--- src/rtl/fetch_prefetch.sv ---
`default_nettype none
// ============================================================================
// Module   : fetch_prefetch
// Brief    : Credit-based instruction prefetcher with FWFT queue and redirect.
// Revision : 1.0 - initial release
// ============================================================================
module fetch_prefetch #(
  parameter int unsigned DEPTH    = 4,
  parameter logic [31:0] RESET_PC = 32'h0000_0000
) (
  input  logic        clk_i,
  input  logic        rstn_i,
  input  logic        redirect_i,
  input  logic [31:0] redirect_pc_i,
  output logic        imem_req_valid_o,
  input  logic        imem_req_ready_i,
  output logic [31:0] imem_req_addr_o,
  input  logic        imem_rsp_valid_i,
  input  logic [31:0] imem_rsp_data_i,
  output logic        inst_valid_o,
  input  logic        inst_ready_i,
  output logic [31:0] inst_o,
  output logic [31:0] pc_o,
  output logic [31:0] pc_plus4_o
);

  localparam int unsigned CW = $clog2(DEPTH + 1);
  localparam int unsigned AW = $clog2(DEPTH);
  localparam logic [CW:0] C_DEPTH = (CW + 1)'(DEPTH);

  logic [31:0]   r_fpc;
  logic [31:0]   r_rsp_pc;
  logic [CW-1:0] r_cnt;
  logic [CW-1:0] r_ofl;
  logic [CW-1:0] r_dcnt;
  logic [AW-1:0] r_rd_ptr;
  logic [AW-1:0] r_wr_ptr;
  logic [31:0]   r_q_inst [DEPTH];
  logic [31:0]   r_q_pc   [DEPTH];

  logic          w_empty;
  logic [CW:0]   w_credit_sum;
  logic          w_fire;
  logic          w_rsp;
  logic          w_push;
  logic          w_pop;
  logic [31:0]   w_redirect_pc;

  assign w_empty       = (r_cnt == '0);
  assign w_credit_sum  = {1'b0, r_cnt} + {1'b0, r_ofl};
  assign w_redirect_pc = {redirect_pc_i[31:2], 2'b00};

  assign imem_req_valid_o = rstn_i && !redirect_i && (w_credit_sum < C_DEPTH);
  assign imem_req_addr_o  = r_fpc;
  assign inst_valid_o     = !w_empty && !redirect_i;

  assign w_fire = imem_req_valid_o && imem_req_ready_i;
  // A response with nothing outstanding is a protocol violation and is ignored.
  assign w_rsp  = imem_rsp_valid_i && (r_ofl != '0);
  assign w_push = w_rsp && (r_dcnt == '0) && !redirect_i;
  assign w_pop  = inst_valid_o && inst_ready_i;

  assign inst_o     = w_empty ? 32'h0 : r_q_inst[r_rd_ptr];
  assign pc_o       = w_empty ? 32'h0 : r_q_pc[r_rd_ptr];
  assign pc_plus4_o = w_empty ? 32'h0 : r_q_pc[r_rd_ptr] + 32'd4;

  always_ff @(posedge clk_i) begin
    if (w_push) begin
      r_q_inst[r_wr_ptr] <= imem_rsp_data_i;
      r_q_pc[r_wr_ptr]   <= r_rsp_pc;
    end
  end

  always_ff @(posedge clk_i or negedge rstn_i) begin
    if (!rstn_i) begin
      r_fpc    <= RESET_PC;
      r_rsp_pc <= RESET_PC;
      r_cnt    <= '0;
      r_ofl    <= '0;
      r_dcnt   <= '0;
      r_rd_ptr <= '0;
      r_wr_ptr <= '0;
    end else if (redirect_i) begin
      r_fpc    <= w_redirect_pc;
      r_rsp_pc <= w_redirect_pc;
      r_cnt    <= '0;
      r_rd_ptr <= '0;
      r_wr_ptr <= '0;
      r_ofl    <= r_ofl - CW'(w_rsp);
      // In-flight already includes earlier stale requests, so every request
      // still outstanding after this cycle's response becomes a discard.
      r_dcnt   <= r_ofl - CW'(w_rsp);
    end else begin
      if (w_fire) begin
        r_fpc <= r_fpc + 32'd4;
      end
      r_ofl <= r_ofl + CW'(w_fire) - CW'(w_rsp);
      if (w_rsp && (r_dcnt != '0)) begin
        r_dcnt <= r_dcnt - CW'(1);
      end
      // Kept responses arrive in order, so the next kept pc is a running count.
      if (w_push) begin
        r_wr_ptr <= r_wr_ptr + AW'(1);
        r_rsp_pc <= r_rsp_pc + 32'd4;
      end
      if (w_pop) begin
        r_rd_ptr <= r_rd_ptr + AW'(1);
      end
      r_cnt <= r_cnt + CW'(w_push) - CW'(w_pop);
    end
  end

endmodule
`default_nettype wire

--- config.mk ---
export PLATFORM = sky130hd
export DESIGN_NAME = fetch_prefetch
export DESIGN_NICKNAME = d
export VERILOG_FILES = /design/src/rtl/fetch_prefetch.sv
export SDC_FILE = /design/constraint.sdc
export NUM_CORES = 1
export LEC_CHECK = 0
export BUFFER_PORTS_ARGS = -buffer_cell sky130_fd_sc_hd__buf_2
export CAP_MARGIN = 20
export CORE_MARGIN = 3
export CORE_UTILIZATION = 60
export CTS_CLUSTER_DIAMETER = 200
export DETAILED_ROUTE_END_ITERATION = 12
export GPL_ROUTABILITY_DRIVEN = 1
export GPL_TIMING_DRIVEN = 0
export PLACE_DENSITY = 0.83
export SLEW_MARGIN = 30
export SYNTH_ARGS = -nofsm -noshare
export SYNTH_HDL_FRONTEND = slang
export SYNTH_SLANG_ARGS = --single-unit
--- constraint.sdc ---
create_clock -name clk_i -period 5.04 [get_ports clk_i]
set_input_delay 0.504 -clock clk_i [delete_from_list [all_inputs] [get_ports clk_i]]
set_output_delay 0.504 -clock clk_i [all_outputs]
set_load 0.05 [all_outputs]
==> impl_metrics.yaml, run 1 <==
placement:
  preCtsSetupSlack_ns: 0.0489
  io_buffers: 191
  place_hpwl_um: 23000
  place_congestion: 0.897
finish:
  fin_nets: 1312
  area_growth_pct: 17.4
  drive_gt1_share_pct: 28.2
  layout_commonest_cell: "edfxtp_1"
  fin_util_pct: 72.2
  layout_common_cells: "edfxtp_1, buf_2, dfrtp_1"
clock_tree:
  cts_tree: "built"
  post_cts_buffers: 0
  htree_levels: 1
  cts_root_buffer: "clkbuf_16"
  clock-sinks: 321
  cts_buffers: 31
  clk_pin_slew_ns: 0.07
  cts_resized: 0
  clockBufferDepth: 3
  hold_buffers: 2
  clock_latency_ns: 0.56
setup_path:
  max_stage_delay_ns: 0.52
  crit_slowest_cell: "dlygate4sd3_1"
  crit_chain: "dlygate4sd3_1 -> buf_4 -> buf_12 -> nor4b_1 -> and4_1 -> clkbuf_1 -> clkinv_1 -> clkbuf_1 -> buf_1 -> ha_1 -> inv_1 -> ha_1 -> fa_1 -> xor2_1 -> o21ai_0 -> xor2_1"
  cp-start-kind: "input port"
  crit_path_start: "rstn_i"
  crit_arrival_ns: 5.15
  critPathBufInv: 8
  critPathTopFamily: "buffers and inverters"
  path_max_fanout: 42
  critPathCaptureType: "register"
  crit_type: "in -> reg"
  r2r_start: "r_cnt[2]"
  cp.required_ns: 5.53
routing:
  drt_pass1_iterations: 7
  vias_per_cell: 6.12
  wl_per_cell_um: 22.4
  antenna_left: 0
  drc_errors: 0
  num_vias: 9593
  drt_iter0_drc: 958
  drt-total-wl_um: 35000
power:
  power_uw: 9580
  p_leak_uw: 0.00632
  max-vdd-ir-drop_uv: 415
  powerDensity_mw_per_mm2: 562
sta:
  fin_setup_tns_ns: 0
  hold_slack_ns: 0.156
  relSlewSlack_pct: 41.8
  setup_viol: 0
  rsz0062_at_grt: "no"
  period_share_pct: 92.5
  fmax_ghz: 0.214
  finalCriticalPeriod_ns: 4.66
  fin_ws_ns: 0.376
  finalMaxSlewViolations: 0
  fin_skew_ns: 0.0188
  hold_viol_final: 0
  worst_pin_slew_ns: 0.867
yosys:
  yosysWarnings: 0
  synthDistinctLibCells: 59
  yosys.area.top_type: "edfxtp_1"
  avgSynthCellArea_um2: 14.7
  postSynth.asyncResetShare_pct: 22.7
  synth_flop_cell: "edfxtp_1"
  synth_edf_count: 248
  synth_top_area_share_pct: 51.3
  synth_cells: 987
  synth-seq-cells: 321
  synth_area_leaders: "edfxtp_1, dfrtp_1, mux4_2"
  ys_seq_area_share_pct: 63.9
  netlist_area_mm2: 0.0145
min_path:
  holdCritStartpoint: "imem_rsp_data_i[9]"
  hold_path.class: "in -> reg"
die:
  die_area_mm2: 0.0261
  die_w_um: 162
  core_area_mm2: 0.0236
  ios: 200
  start_util_pct: 61.5
  die_y_um: 162
  rows: 56
grt:
  grt_pass1_vias: 9685
  grt_first_pass_wirelength_um: 54400
  grt-ovfl-total: 0
  grt.total_usage_pct: 27.0
  grt_max_degree: 43
  grt_antenna_before_repair: 1
outcome:
  status: "finished clean"
flow_run:
  max-cap-violations: 0
[Yosys cell counts (19+ instances only)]
library cell / count
nor2_1: 51
nand2_1: 64
inv_1: 25
xnor2_1: 37
o21ai_0: 36
mux2_2: 20
nand4_1: 21
dfrtp_1: 73
xor2_1: 19
nor3_1: 25
mux4_2: 57
nand3_1: 38
and2_1: 65
clkbuf_1: 26
edfxtp_1: 248
[area by class of cell]
| cell class | count | area (µm²) |
|---|---|---|
| clock buffers | 41 | 833 |
| repair buffers | 198 | 1100 |
| diodes | 1 | 2.50 |
| clock inverters | 17 | 160 |
| inverters | 27 | 101 |
| plain buffers | 52 | 272 |
| multi-input cells | 592 | 4910 |
| well taps | 319 | 399 |
| fillers | 1496 | 6560 |
| flip-flops and latches | 321 | 9270 |
[worst register-to-register path: stages, from the launching register on]
cell and delay, ns:
dfrtp_1 0.44, ha_1 0.31, nor4b_1 0.42, and4_1 0.25
clkbuf_1 0.41, clkinv_1 0.41, clkbuf_1 0.35, buf_1 0.36
ha_1 0.38, inv_1 0.04, ha_1 0.18, fa_1 0.39
xor2_1 0.15, o21ai_0 0.18, xor2_1 0.16
[metal layers]
metal  GRT usage (%)  vias up  routed length (µm)
met5               0        -                   0
met2            43.5      538               17100
met4            8.68        0                 863
met1            38.7     4755               14000
met3            3.90       65                3090
li1                -     4235                   -
[kinds of logic (layout without fill, tap and decap cells)]
group / count (synthesis) / in the layout / share of synthesized area [%]
other: 1 / 7 / 0.0258
multiplexers: 97 / 97 / 12.4
buffers and inverters: 79 / 335 / 2.57
XOR/XNOR: 56 / 56 / 3.38
AND/OR/NAND/NOR: 331 / 331 / 12.4
AO/OA/AOI/OAI: 83 / 83 / 3.59
flip-flops: 321 / 321 / 63.9
adder cells (fa/ha/maj): 19 / 19 / 1.74
[final timing paths]
kind | end | slack (ns) | depth (start not counted)
max in group asynchronous | r_rsp_pc[20] | 4.33 | 3
min in group asynchronous | imem_req_addr_o[14] | 0.46 | 3
worst max register to register | r_ofl[2] | 0.53 | 14
worst min register to register | r_ofl[2] | 0.58 | 1
worst max-delay path | r_ofl[2] | 0.38 | 16
worst min-delay path | r_q_inst[2][9] | 0.16 | 1
[state kept, by name, summed over array words and instances, names as in the netlist]
signal,cells
r_q_inst,128
r_dcnt,3
imem_req_addr_o,30
r_cnt,3
r_q_pc,120
r_rd_ptr,2
r_wr_ptr,2
r_rsp_pc,30
r_ofl,3
[through the flow]
step | instance area [µm²] | cells
global route | 17100 | 1568
floorplan | 14500 | 992
CTS | 17000 | 1567
finish | 17100 | 1568
global placement | 15900 | 1502
detailed placement | 16000 | 1507
[power by group]
part	leakage (µW)	internal, µW	switching, µW
Sequential	0.00312	3030	179
Combinational	0.00272	1140	2950
Clock	0.000480	1310	968
Total	0.00632	5480	4100
Power figures use the tool's default switching activity.
==> run 2, diff against run 1 <==
--- a/config.mk
+++ b/config.mk
@@ -8,12 +8,12 @@
 export BUFFER_PORTS_ARGS = -buffer_cell sky130_fd_sc_hd__buf_2
 export CAP_MARGIN = 20
 export CORE_MARGIN = 3
-export CORE_UTILIZATION = 60
+export CORE_UTILIZATION = 52
 export CTS_CLUSTER_DIAMETER = 200
 export DETAILED_ROUTE_END_ITERATION = 12
 export GPL_ROUTABILITY_DRIVEN = 1
 export GPL_TIMING_DRIVEN = 0
-export PLACE_DENSITY = 0.83
+export PLACE_DENSITY = 0.76
 export SLEW_MARGIN = 30
 export SYNTH_ARGS = -nofsm -noshare
 export SYNTH_HDL_FRONTEND = slang
==> constraint.sdc (replaced) <==
create_clock -name clk_i -period 3.7 [get_ports clk_i]
set_input_delay 0.37 -clock clk_i [delete_from_list [all_inputs] [get_ports clk_i]]
set_output_delay 0.37 -clock clk_i [all_outputs]
set_load 0.05 [all_outputs]
==> run 2 against run 1 <==
Net effect:
- sequential power is 36% higher
- cell count rose by 4.3%
- critical path depth decreased by 6
- sequential share of layout area decreased by 1.4 points
- global-route usage shrank 4.2 points
- design area rose by 2.6%
- combinational power grew 40%
- sequential cell count unchanged
- via count decreased by 0.71%
- routed wire length decreased by 2.8%
- largest cell class unchanged
- highest routed layer unchanged
==> impl_metrics.yaml, run 2 (same netlist as run 1, synthesis figures left out) <==
clock_tree:
  clk_pin_slew_ns: 0.06
  cts_tree: "built"
  clock_latency_ns: 0.50
  clock-sinks: 321
  cts_root_buffer: "clkbuf_16"
  htree_levels: 2
  cts_buffers: 34
  clockBufferDepth: 3
setup_path:
  path_max_fanout: 5
  crit_slowest_cell: "mux4_2"
  crit_arrival_ns: 3.24
  crit_type: "reg -> out"
  cp.required_ns: 3.33
  critPathCaptureType: "output port"
  critPathTopFamily: "multiplexers"
  crit_chain: "buf_12 -> buf_12 -> mux4_2 -> ha_4 -> nand2_4 -> o22ai_4 -> nand4_1 -> nor4_2 -> mux2_4 -> buf_8"
  max_stage_delay_ns: 0.43
  cp-start-kind: "register"
  crit_top_cell: "buf_12"
  critPathBufInv: 3
finish:
  drive_gt1_share_pct: 31.0
  fin_util_pct: 64.4
  final_cells: 1635
  top_register: "r_q_inst"
  layout_common_cells: "edfxtp_1, buf_2, dfrtp_1"
  layout_commonest_cell: "edfxtp_1"
  area_growth_pct: 20.4
  n_antenna_cell: 0
  largest_reg_flops: 128
  fin_nets: 1329
  reg.largest.list: "r_q_inst (128), r_q_pc (120)"
grt:
  grt_first_pass_wirelength_um: 53800
  grt_pass1_vias: 9478
  grt_max_degree: 39
  grt_antenna_before_repair: 0
  grt.total_usage_pct: 22.8
  grt-ovfl-total: 0
die:
  die_y_um: 173
  start_util_pct: 53.4
  die_area_mm2: 0.0300
  rows: 60
  core_area_mm2: 0.0272
  die_w_um: 173
  ios: 200
flow_run:
  max-cap-violations: 0
sta:
  rsz0062_at_grt: "no"
  hold_viol_final: 0
  finalMaxSlewViolations: 0
  setup_viol: 0
  fin_skew_ns: 0.0160
  worst_pin_slew_ns: 0.984
  finalCriticalPeriod_ns: 3.61
  fin_setup_tns_ns: 0
  relSlewSlack_pct: 33.9
  hold_slack_ns: 0.0901
  fmax_ghz: 0.277
  period_share_pct: 97.7
routing:
  vias_per_cell: 5.83
  wl_per_cell_um: 20.8
  drt_iter0_drc: 822
  drt-total-wl_um: 34100
  drc_errors: 0
  num_vias: 9525
  antenna_left: 0
  drt_pass1_iterations: 5
power:
  powerDensity_mw_per_mm2: 766
  p_leak_uw: 0.00649
  max-vdd-ir-drop_uv: 391
placement:
  place_hpwl_um: 23200
  place_congestion: 0.893
  io_buffers: 191
  dpl.cell_count: 1560
min_path:
  hold_path.class: "in -> reg"
outcome:
  status: "finished clean"
==> run 2: cell types whose count changed in the layout (fill, tap and decap cells not counted), moves of 3 or more <==
| cell | change |
|---|---|
| buf_4 | +17 |
| clkbuf_1 | -10 |
| buf_2 | -6 |
| clkbuf_16 | +5 |
| clkbuf_8 | +4 |
| clkinv_4 | +4 |
| nor3_1 | -4 |
| nor3_2 | +4 |
| buf_12 | +3 |
==> run 2: area by class of cell <==
type / count / area, µm²
fill: 2010 / 9690
sequential: 321 / 9270
multi-input combinational: 592 / 4980
timing repair buffer: 215 / 1280
clock buffer: 43 / 987
tap: 372 / 465
buffer: 49 / 273
clock inverter: 16 / 119
inverter: 27 / 104
==> run 2: worst register-to-register path: stages, from the launching register on <==
cell     delay (ns)
dfrtp_1        0.44
ha_1           0.33
nor4b_2        0.30
and4_4         0.39
inv_4          0.12
buf_2          0.23
ha_1           0.30
inv_1          0.04
ha_1           0.20
fa_1           0.38
xor2_1         0.15
o21ai_0        0.19
xor2_1         0.15
==> run 2: repair_timing <==
action / in CTS / in global routing
endpoints found under the setup margin: 26 / 27
hold buffers: 5 / 0
setup buffers: 9 / 5
pin swaps: 7 / 7
gates cloned: 0 / 0
hold endpoints to repair: 37 / 0
resized for setup: 24 / 17
==> run 2: through the flow <==
step / instance area (µm²) / worst slack, ns / total power (µW)
after floorplan: 14500 / 0.282 / 8580
after global placement: 16000 / -1.72 / 9910
after detailed placement: 16100 / -1.17 / 9990
after CTS: 17400 / -0.103 / 13400
after global routing: 17500 / 0.0150 / 14000
final: 17500 / 0.0857 / 13400
==> run 2: path summary, 6_finish.rpt <==
path / start / endpoint / slack, ns / depth (start not counted)
min in group asynchronous: rstn_i / imem_req_addr_o[10] / 0.49 / 4
max in group asynchronous: rstn_i / r_dcnt[1] / 2.40 / 5
min reg2reg: r_ofl[2] / r_ofl[2] / 0.56 / 1
max reg2reg: r_cnt[2] / r_ofl[2] / 0.41 / 12
max: r_rd_ptr[0] / pc_plus4_o[30] / 0.09 / 10
min: imem_rsp_data_i[3] / r_q_inst[1][3] / 0.09 / 1
==> run 2: power breakdown <==
group | total [µW] | leakage (µW) | switching [µW] | internal (µW)
registers | 4370 | 0.00312 | 234 | 4130
logic | 5720 | 0.00282 | 4050 | 1670
clock network | 3310 | 0.000544 | 1350 | 1960
==> run 2: layer usage <==
layer,up-vias,part of all wire [%],track usage (%)
li1,4272,-,-
met1,4743,42,32.9
met2,457,47,36.2
met3,53,8.6,4.37
met4,0,2.0,5.78
met5,-,0,0
